File: src/rtl/reg_cmd_master_if.sv
// Command, register-bus and read-response signals of reg_cmd_master.
// master = the command stage itself, slave = the surrounding environment.
interface reg_cmd_master_if #(
  parameter int unsigned ADDR_WIDTH = 8,
  parameter int unsigned DATA_WIDTH = 16
);
  logic                  cmd_valid;
  logic                  cmd_ready;
  logic                  cmd_wr;
  logic [ADDR_WIDTH-1:0] cmd_addr;
  logic [DATA_WIDTH-1:0] cmd_wdata;
  logic                  sel;
  logic                  wr;
  logic [ADDR_WIDTH-1:0] addr;
  logic [DATA_WIDTH-1:0] wdata;
  logic [DATA_WIDTH-1:0] rdata;
  logic                  ready;
  logic                  rsp_valid;
  logic                  rsp_ready;
  logic [ADDR_WIDTH-1:0] rsp_addr;
  logic [DATA_WIDTH-1:0] rsp_data;
  logic                  rsp_err;
  logic                  busy;
  logic                  err_timeout;

  modport master (
    input  cmd_valid, cmd_wr, cmd_addr, cmd_wdata, rdata, ready, rsp_ready,
    output cmd_ready, sel, wr, addr, wdata, rsp_valid, rsp_addr, rsp_data,
           rsp_err, busy, err_timeout
  );

  modport slave (
    output cmd_valid, cmd_wr, cmd_addr, cmd_wdata, rdata, ready, rsp_ready,
    input  cmd_ready, sel, wr, addr, wdata, rsp_valid, rsp_addr, rsp_data,
           rsp_err, busy, err_timeout
  );
endinterface

File: src/rtl/reg_cmd_master.sv
// Buffers register commands in a small FIFO and issues them one at a time on
// the controller's sel/wr bus; read data returns on a valid/ready port.
module reg_cmd_master #(
  parameter int unsigned ADDR_WIDTH = 8,
  parameter int unsigned DATA_WIDTH = 16,
  parameter int unsigned DEPTH      = 4,
  parameter int unsigned TIMEOUT    = 16
) (
  input logic              clk,
  input logic              rst,
  reg_cmd_master_if.master bus
);
  localparam int unsigned PW = (DEPTH > 1) ? $clog2(DEPTH) : 1;
  localparam int unsigned CW = $clog2(DEPTH + 1);
  localparam int unsigned TW = $clog2(TIMEOUT + 1);

  typedef struct packed {
    logic                  wr;
    logic [ADDR_WIDTH-1:0] addr;
    logic [DATA_WIDTH-1:0] wdata;
  } entry_t;

  typedef enum logic [1:0] {IDLE, REQ, RDWAIT, RSP} state_e;

  entry_t                mem_q [DEPTH];
  entry_t                mem_d [DEPTH];
  entry_t                head;
  logic [PW-1:0]         wptr_q, wptr_d, rptr_q, rptr_d;
  logic [CW-1:0]         count_q, count_d;
  logic                  push, pop, cmd_ready;

  state_e                state_q, state_d;
  logic [TW-1:0]         tcnt_q, tcnt_d;
  logic                  sel_q, sel_d, wr_q, wr_d;
  logic [ADDR_WIDTH-1:0] addr_q, addr_d, rsp_addr_q, rsp_addr_d;
  logic [DATA_WIDTH-1:0] wdata_q, wdata_d, rsp_data_q, rsp_data_d;
  logic                  rsp_valid_q, rsp_valid_d, rsp_err_q, rsp_err_d;
  logic                  err_q, err_d;

  assign cmd_ready = (count_q < CW'(DEPTH));

  always_comb begin
    push    = bus.cmd_valid && cmd_ready;
    pop     = (state_q == IDLE) && (count_q != '0);
    head    = mem_q[rptr_q];
    mem_d   = mem_q;
    wptr_d  = wptr_q;
    rptr_d  = rptr_q;
    count_d = count_q;
    if (push) begin
      mem_d[wptr_q] = {bus.cmd_wr, bus.cmd_addr, bus.cmd_wdata};
      wptr_d        = wptr_q + PW'(1);
    end
    if (pop) begin
      rptr_d = rptr_q + PW'(1);
    end
    if (push && !pop) begin
      count_d = count_q + CW'(1);
    end else if (pop && !push) begin
      count_d = count_q - CW'(1);
    end
  end

  always_comb begin
    state_d     = state_q;
    tcnt_d      = tcnt_q;
    sel_d       = sel_q;
    wr_d        = wr_q;
    addr_d      = addr_q;
    wdata_d     = wdata_q;
    rsp_valid_d = rsp_valid_q;
    rsp_addr_d  = rsp_addr_q;
    rsp_data_d  = rsp_data_q;
    rsp_err_d   = rsp_err_q;
    err_d       = err_q;
    unique case (state_q)
      IDLE: begin
        tcnt_d = '0;
        if (pop) begin
          sel_d   = 1'b1;
          wr_d    = head.wr;
          addr_d  = head.addr;
          wdata_d = head.wdata;
          state_d = REQ;
        end
      end
      // REQ and RDWAIT share one stall budget; the counter only clears in IDLE.
      REQ, RDWAIT: begin
        if (bus.ready) begin
          if (state_q == REQ) begin
            sel_d   = 1'b0;
            wr_d    = 1'b0;
            state_d = wr_q ? IDLE : RDWAIT;
          end else begin
            rsp_valid_d = 1'b1;
            rsp_addr_d  = addr_q;
            rsp_data_d  = bus.rdata;
            rsp_err_d   = 1'b0;
            state_d     = RSP;
          end
        end else if (tcnt_q >= TW'(TIMEOUT - 1)) begin
          tcnt_d = TW'(TIMEOUT);
          sel_d  = 1'b0;
          wr_d   = 1'b0;
          err_d  = 1'b1;
          if (wr_q) begin
            state_d = IDLE;
          end else begin
            rsp_valid_d = 1'b1;
            rsp_addr_d  = addr_q;
            rsp_data_d  = '0;
            rsp_err_d   = 1'b1;
            state_d     = RSP;
          end
        end else begin
          tcnt_d = tcnt_q + TW'(1);
        end
      end
      RSP: begin
        if (bus.rsp_ready) begin
          rsp_valid_d = 1'b0;
          state_d     = IDLE;
        end
      end
      default: state_d = IDLE;
    endcase
  end

  always_ff @(posedge clk) begin
    if (rst) begin
      wptr_q      <= '0;
      rptr_q      <= '0;
      count_q     <= '0;
      state_q     <= IDLE;
      tcnt_q      <= '0;
      sel_q       <= 1'b0;
      wr_q        <= 1'b0;
      addr_q      <= '0;
      wdata_q     <= '0;
      rsp_valid_q <= 1'b0;
      rsp_addr_q  <= '0;
      rsp_data_q  <= '0;
      rsp_err_q   <= 1'b0;
      err_q       <= 1'b0;
    end else begin
      wptr_q      <= wptr_d;
      rptr_q      <= rptr_d;
      count_q     <= count_d;
      state_q     <= state_d;
      tcnt_q      <= tcnt_d;
      sel_q       <= sel_d;
      wr_q        <= wr_d;
      addr_q      <= addr_d;
      wdata_q     <= wdata_d;
      rsp_valid_q <= rsp_valid_d;
      rsp_addr_q  <= rsp_addr_d;
      rsp_data_q  <= rsp_data_d;
      rsp_err_q   <= rsp_err_d;
      err_q       <= err_d;
    end
  end

  always_ff @(posedge clk) begin
    mem_q <= mem_d;
  end

  assign bus.cmd_ready   = cmd_ready;
  assign bus.sel         = sel_q;
  assign bus.wr          = wr_q;
  assign bus.addr        = addr_q;
  assign bus.wdata       = wdata_q;
  assign bus.rsp_valid   = rsp_valid_q;
  assign bus.rsp_addr    = rsp_addr_q;
  assign bus.rsp_data    = rsp_data_q;
  assign bus.rsp_err     = rsp_err_q;
  assign bus.busy        = (count_q != '0) || (state_q != IDLE);
  assign bus.err_timeout = err_q;
endmodule

File: src/flat_wrapper.sv
// flat-port wrapper written by rule: the top's interface ports become plain ports
module reg_cmd_master_flat 
#(
  parameter int unsigned ADDR_WIDTH = 8,
  parameter int unsigned DATA_WIDTH = 16,
  parameter int unsigned DEPTH      = 4,
  parameter int unsigned TIMEOUT    = 16
)
  (clk, rst, bus_cmd_valid, bus_cmd_wr, bus_cmd_addr, bus_cmd_wdata, bus_rdata, bus_ready, bus_rsp_ready, bus_cmd_ready, bus_sel, bus_wr, bus_addr, bus_wdata, bus_rsp_valid, bus_rsp_addr, bus_rsp_data, bus_rsp_err, bus_busy, bus_err_timeout);
  reg_cmd_master_if #(.ADDR_WIDTH(ADDR_WIDTH), .DATA_WIDTH(DATA_WIDTH)) bus_i ();
  input logic clk;
  input logic rst;
  input wire logic [$bits(bus_i.cmd_valid)-1:0] bus_cmd_valid;
  input wire logic [$bits(bus_i.cmd_wr)-1:0] bus_cmd_wr;
  input wire logic [$bits(bus_i.cmd_addr)-1:0] bus_cmd_addr;
  input wire logic [$bits(bus_i.cmd_wdata)-1:0] bus_cmd_wdata;
  input wire logic [$bits(bus_i.rdata)-1:0] bus_rdata;
  input wire logic [$bits(bus_i.ready)-1:0] bus_ready;
  input wire logic [$bits(bus_i.rsp_ready)-1:0] bus_rsp_ready;
  output wire logic [$bits(bus_i.cmd_ready)-1:0] bus_cmd_ready;
  output wire logic [$bits(bus_i.sel)-1:0] bus_sel;
  output wire logic [$bits(bus_i.wr)-1:0] bus_wr;
  output wire logic [$bits(bus_i.addr)-1:0] bus_addr;
  output wire logic [$bits(bus_i.wdata)-1:0] bus_wdata;
  output wire logic [$bits(bus_i.rsp_valid)-1:0] bus_rsp_valid;
  output wire logic [$bits(bus_i.rsp_addr)-1:0] bus_rsp_addr;
  output wire logic [$bits(bus_i.rsp_data)-1:0] bus_rsp_data;
  output wire logic [$bits(bus_i.rsp_err)-1:0] bus_rsp_err;
  output wire logic [$bits(bus_i.busy)-1:0] bus_busy;
  output wire logic [$bits(bus_i.err_timeout)-1:0] bus_err_timeout;
  assign bus_i.cmd_valid = bus_cmd_valid;
  assign bus_i.cmd_wr = bus_cmd_wr;
  assign bus_i.cmd_addr = bus_cmd_addr;
  assign bus_i.cmd_wdata = bus_cmd_wdata;
  assign bus_i.rdata = bus_rdata;
  assign bus_i.ready = bus_ready;
  assign bus_i.rsp_ready = bus_rsp_ready;
  assign bus_cmd_ready = bus_i.cmd_ready;
  assign bus_sel = bus_i.sel;
  assign bus_wr = bus_i.wr;
  assign bus_addr = bus_i.addr;
  assign bus_wdata = bus_i.wdata;
  assign bus_rsp_valid = bus_i.rsp_valid;
  assign bus_rsp_addr = bus_i.rsp_addr;
  assign bus_rsp_data = bus_i.rsp_data;
  assign bus_rsp_err = bus_i.rsp_err;
  assign bus_busy = bus_i.busy;
  assign bus_err_timeout = bus_i.err_timeout;
  reg_cmd_master #(.ADDR_WIDTH(ADDR_WIDTH), .DATA_WIDTH(DATA_WIDTH), .DEPTH(DEPTH), .TIMEOUT(TIMEOUT)) u_core (.clk(clk), .rst(rst), .bus(bus_i));
endmodule
File: config.mk
export PLATFORM = sky130hd
export DESIGN_NAME = reg_cmd_master_flat
export DESIGN_NICKNAME = d
export VERILOG_FILES = /design/src/rtl/reg_cmd_master_if.sv /design/src/rtl/reg_cmd_master.sv /design/src/flat_wrapper.sv
export SDC_FILE = /design/constraint.sdc
export NUM_CORES = 1
export LEC_CHECK = 0
export CAP_MARGIN = 20
export CELL_PAD_IN_SITES_DETAIL_PLACEMENT = 1
export CELL_PAD_IN_SITES_GLOBAL_PLACEMENT = 1
export CORE_UTILIZATION = 36
export DETAILED_ROUTE_END_ITERATION = 8
export HOLD_SLACK_MARGIN = 0.03
export PLACE_DENSITY_LB_ADDON = 0.1
export SKIP_LAST_GASP = 1
export SLEW_MARGIN = 20
export SYNTH_ARGS = -nofsm -noshare
export SYNTH_HDL_FRONTEND = slang
export SYNTH_SLANG_ARGS = --single-unit
File: constraint.sdc
create_clock -name clk -period 3.2 [get_ports clk]
set_clock_uncertainty 0.05 [all_clocks]
set_input_delay 0.64 -clock clk [delete_from_list [all_inputs] [get_ports clk]]
set_output_delay 0.64 -clock clk [all_outputs]
set_load 0.005 [all_outputs]
==> results.json <==
{
  "ios": 101,
  "holdWs_ns": 0.403,
  "die_h_um": 134,
  "critPathTopFamily": "buffers and inverters",
  "cts_buffers": 17,
  "syn_to_final_growth_pct": 28.7,
  "wl_per_cell_um": 17.5,
  "synth_area_leader_cell": "edfxtp_1",
  "final_nets": 587,
  "drive_gt1_share_pct": 13.8,
  "reg2reg_depth": 10,
  "clkPwrFrac_pct": 29.7,
  "ys_ff_latch": 167,
  "row_count": 48,
  "status": "finished, final reports clean",
  "regToRegSetupSlack_ns": 0.88,
  "coreArea_mm2": 0.0172,
  "timing.rr.end": "u_core.count_q[2]",
  "grtUsageTotal_pct": 15.8,
  "dr.pass1.iters": 4,
  "fill_cells": 1735,
  "async_reset_ff_share_pct": 0,
  "p_per_area_mw_per_mm2": 805,
  "crit_type": "flop to output pin",
  "worst_r2r_startpoint": "u_core.state_q[0]",
  "fmax_ghz": 0.355,
  "synthTopCellsByArea": "edfxtp_1 48%, dfxtp_1 21%, mux4_2 8.9%, nand2_1 3.1%, a21oi_1 2.7%",
  "worst-path-stages": 4,
  "dieArea_mm2": 0.0180,
  "ctsHoldBuffers": 0,
  "drt-initial-drc-count": 118,
  "clk_pin_slew_ns": 0.06,
  "final_common_cell": "edfxtp_1",
  "hold_start": "u_core.bus.wdata[3]",
  "grt_pass1_vias": 4008,
  "report.final.slew_viol_count": 0,
  "synth.net_count": 479,
  "crit_slowest_cell": "or4b_1",
  "worstPathArrival_ns": 2.13,
  "cts_resized": 0,
  "drv_cap": 0,
  "postRouteAntennaNets": 0,
  "seq_area_frac_synth_pct": 68.9,
  "crit_path_end_kind": "output pin",
  "place_hpwl_mm": 8.46,
  "power.total_mw": 6.54,
  "hold_viol": 0,
  "ir_drop_uv": 385,
  "cp-start-kind": "flop",
  "htree_num_levels": 4,
  "vias": 3788,
  "tightest_slew_ns": 0.632,
  "synth_edf_count": 100,
  "regArea_mm2": 0.00435,
  "multiInputGateArea_mm2": 0.00179,
  "critPathLaunch": "u_core.state_q[1]",
  "netlist_area_mm2": 0.00630,
  "netlist.area_leader.share_pct": 47.6,
  "synthCells": 422,
  "syn_avg_cell_area_um2": 14.9,
  "switching_power_mw": 1.88,
  "diodes": 0,
  "p_int_mw": 4.66,
  "fin_crit_ns": 2.82,
  "die_x_um": 134,
  "gp_congestion": 0.700,
  "grt_max_degree": 31,
  "finalSetupViolCount": 0,
  "combPwrFrac_pct": 27.1,
  "yosysWarnings": 0,
  "cp_max_fo": 6,
  "viasPerCell": 4.93,
  "synth_ff_type": "edfxtp_1",
  "finalCritPeriodShare_pct": 88.1,
  "cts_buffer_depth": 2,
  "clkLatencyLatePin_ns": 0.41,
  "io_buffers": 100,
  "cts_tree": "yes",
  "pwr-share-seq_pct": 43.2,
  "initial_core_util_pct": 36.7,
  "worstPathRequired_ns": 2.51,
  "dp_slack_ns": 0.473,
  "fin_tns_setup_ns": 0,
  "cts_setup_buffers": 0,
  "leakage_nw": 2.84,
  "wl_mm": 13.4,
  "grt_setup_unrepaired": "false",
  "hold_class": "flop to flop",
  "cts_sinks": 167,
  "swShare_pct": 28.8,
  "overflow": 0,
  "timing.final.ws_setup_ns": 0.380,
  "grt_pass1_wl_mm": 21.0,
  "layout_common_cells": "100 x edfxtp_1, 99 x clkdlybuf4s50_1, 66 x dfxtp_1, 52 x nand2_1, 34 x a21oi_1",
  "crit_end": "bus_busy",
  "synth.distinct_cells": 51,
  "root_buffer": "clkbuf_16",
  "antenna_found_initial": 0,
  "slowest_delay_ns": 0.54,
  "cp_num_buf_inv": 2,
  "maxSlewHeadroom_pct": 57.8,
  "crit_path_cell_trace": "inv_1 -> ha_1 -> or4b_1 -> clkdlybuf4s50_1",
  "drc": 0
}
worst reg2reg max path: cells and delay by family (launching register included):
kind / cells / cell delay [ns]
and+or+nand+nor: 1 / 0.32
buffers and inverters: 3 / 0.19
adders and majority gates: 3 / 0.82
xor gates and xnor gates: 1 / 0.19
AOI/OAI and AO/OA: 2 / 0.30
DFF: 1 / 0.38
state kept, by name, summed over array words and instances, names as in the netlist, 2 cells and up:
register	flops
u_core.bus.addr	8
u_core.bus.rsp_addr	8
u_core.bus.rsp_data	16
u_core.bus.wdata	16
u_core.count_q	3
u_core.mem_q	100
u_core.rptr_q	2
u_core.state_q	2
u_core.tcnt_q	5
u_core.wptr_q	2
cells in the mapped netlist, types with 2 or more instances:
cell	n
edfxtp_1	100
dfxtp_1	67
nand2_1	52
a21oi_1	34
mux4_2	25
nor2_1	25
a22o_1	16
mux2i_1	11
clkbuf_1	10
ha_1	10
inv_1	9
buf_2	6
and2_1	4
buf_1	3
nand2b_1	3
nand3_1	3
xor2_1	3
a22oi_1	2
buf_6	2
nand4_1	2
nor2b_1	2
nor2b_4	2
o21ai_0	2
xnor2_1	2
worst min-delay path by stage:
stage / endpoint / depth (start not counted) / slack, ns
finish: u_core.bus.wdata[3] / 2 / 0.40
floorplan: u_core.bus.wdata[0] / 2 / 0.40
CTS: u_core.bus.wdata[3] / 2 / 0.41
global placement: u_core.bus.wdata[6] / 2 / 0.40
global route: u_core.bus.wdata[4] / 2 / 0.43
detailed placement: u_core.bus.wdata[3] / 2 / 0.40
stage by stage:
| step | instance area [um2] | utilization [%] | std cells |
|---|---|---|---|
| 6_report | 8120 | 47.2 | 768 |
| 5_1_grt | 8120 | 47.2 | 768 |
| 4_1_cts | 8120 | 47.2 | 768 |
| 3_5_place_dp | 7540 | 43.9 | 736 |
| 3_3_place_gp | 7540 | 43.9 | 736 |
| 2_1_floorplan | 6300 | - | 422 |
layout make-up:
type,instances,share of cell area (%)
repair buffers,112,13.4
well taps,225,3.47
clock buffers,22,5.86
inverters,10,0.463
flip-flops and latches,167,53.5
multi-input cells,222,22.1
clock inverters,10,1.17
per-layer routing:
| layer | vias up | GRT usage [%] | part of all wire (%) |
|---|---|---|---|
| met5 | - | 0 | 0 |
| met4 | 0 | 4.87 | 0.89 |
| met3 | 10 | 4.80 | 4.1 |
| met2 | 80 | 26.8 | 50 |
| met1 | 1909 | 19.2 | 45 |
| li1 | 1789 | - | - |
kinds of logic (layout without fill, tap and decap cells):
kind of cell / Yosys count / in the layout / share of synthesized area, %
and+or+nand+nor: 103 / 103 / 7.54
DFF: 167 / 167 / 68.9
buffers and inverters: 33 / 154 / 2.64
adders and majority gates: 11 / 11 / 2.30
muxes: 36 / 36 / 10.7
AOI/OAI and AO/OA: 67 / 67 / 7.24
xor gates and xnor gates: 5 / 5 / 0.695
power by group through the flow:
stage | clock network (mW) | logic (mW) | registers, mW
finish | 1.94 | 1.77 | 2.82
detailed placement | 0 | 1.81 | 2.88
global route | 2.08 | 1.95 | 2.87
floorplan | 0 | 1.07 | 2.82
CTS | 2.01 | 1.82 | 2.83
global placement | 0 | 1.78 | 2.86
No activity file was read; power rests on OpenSTA's default activity.
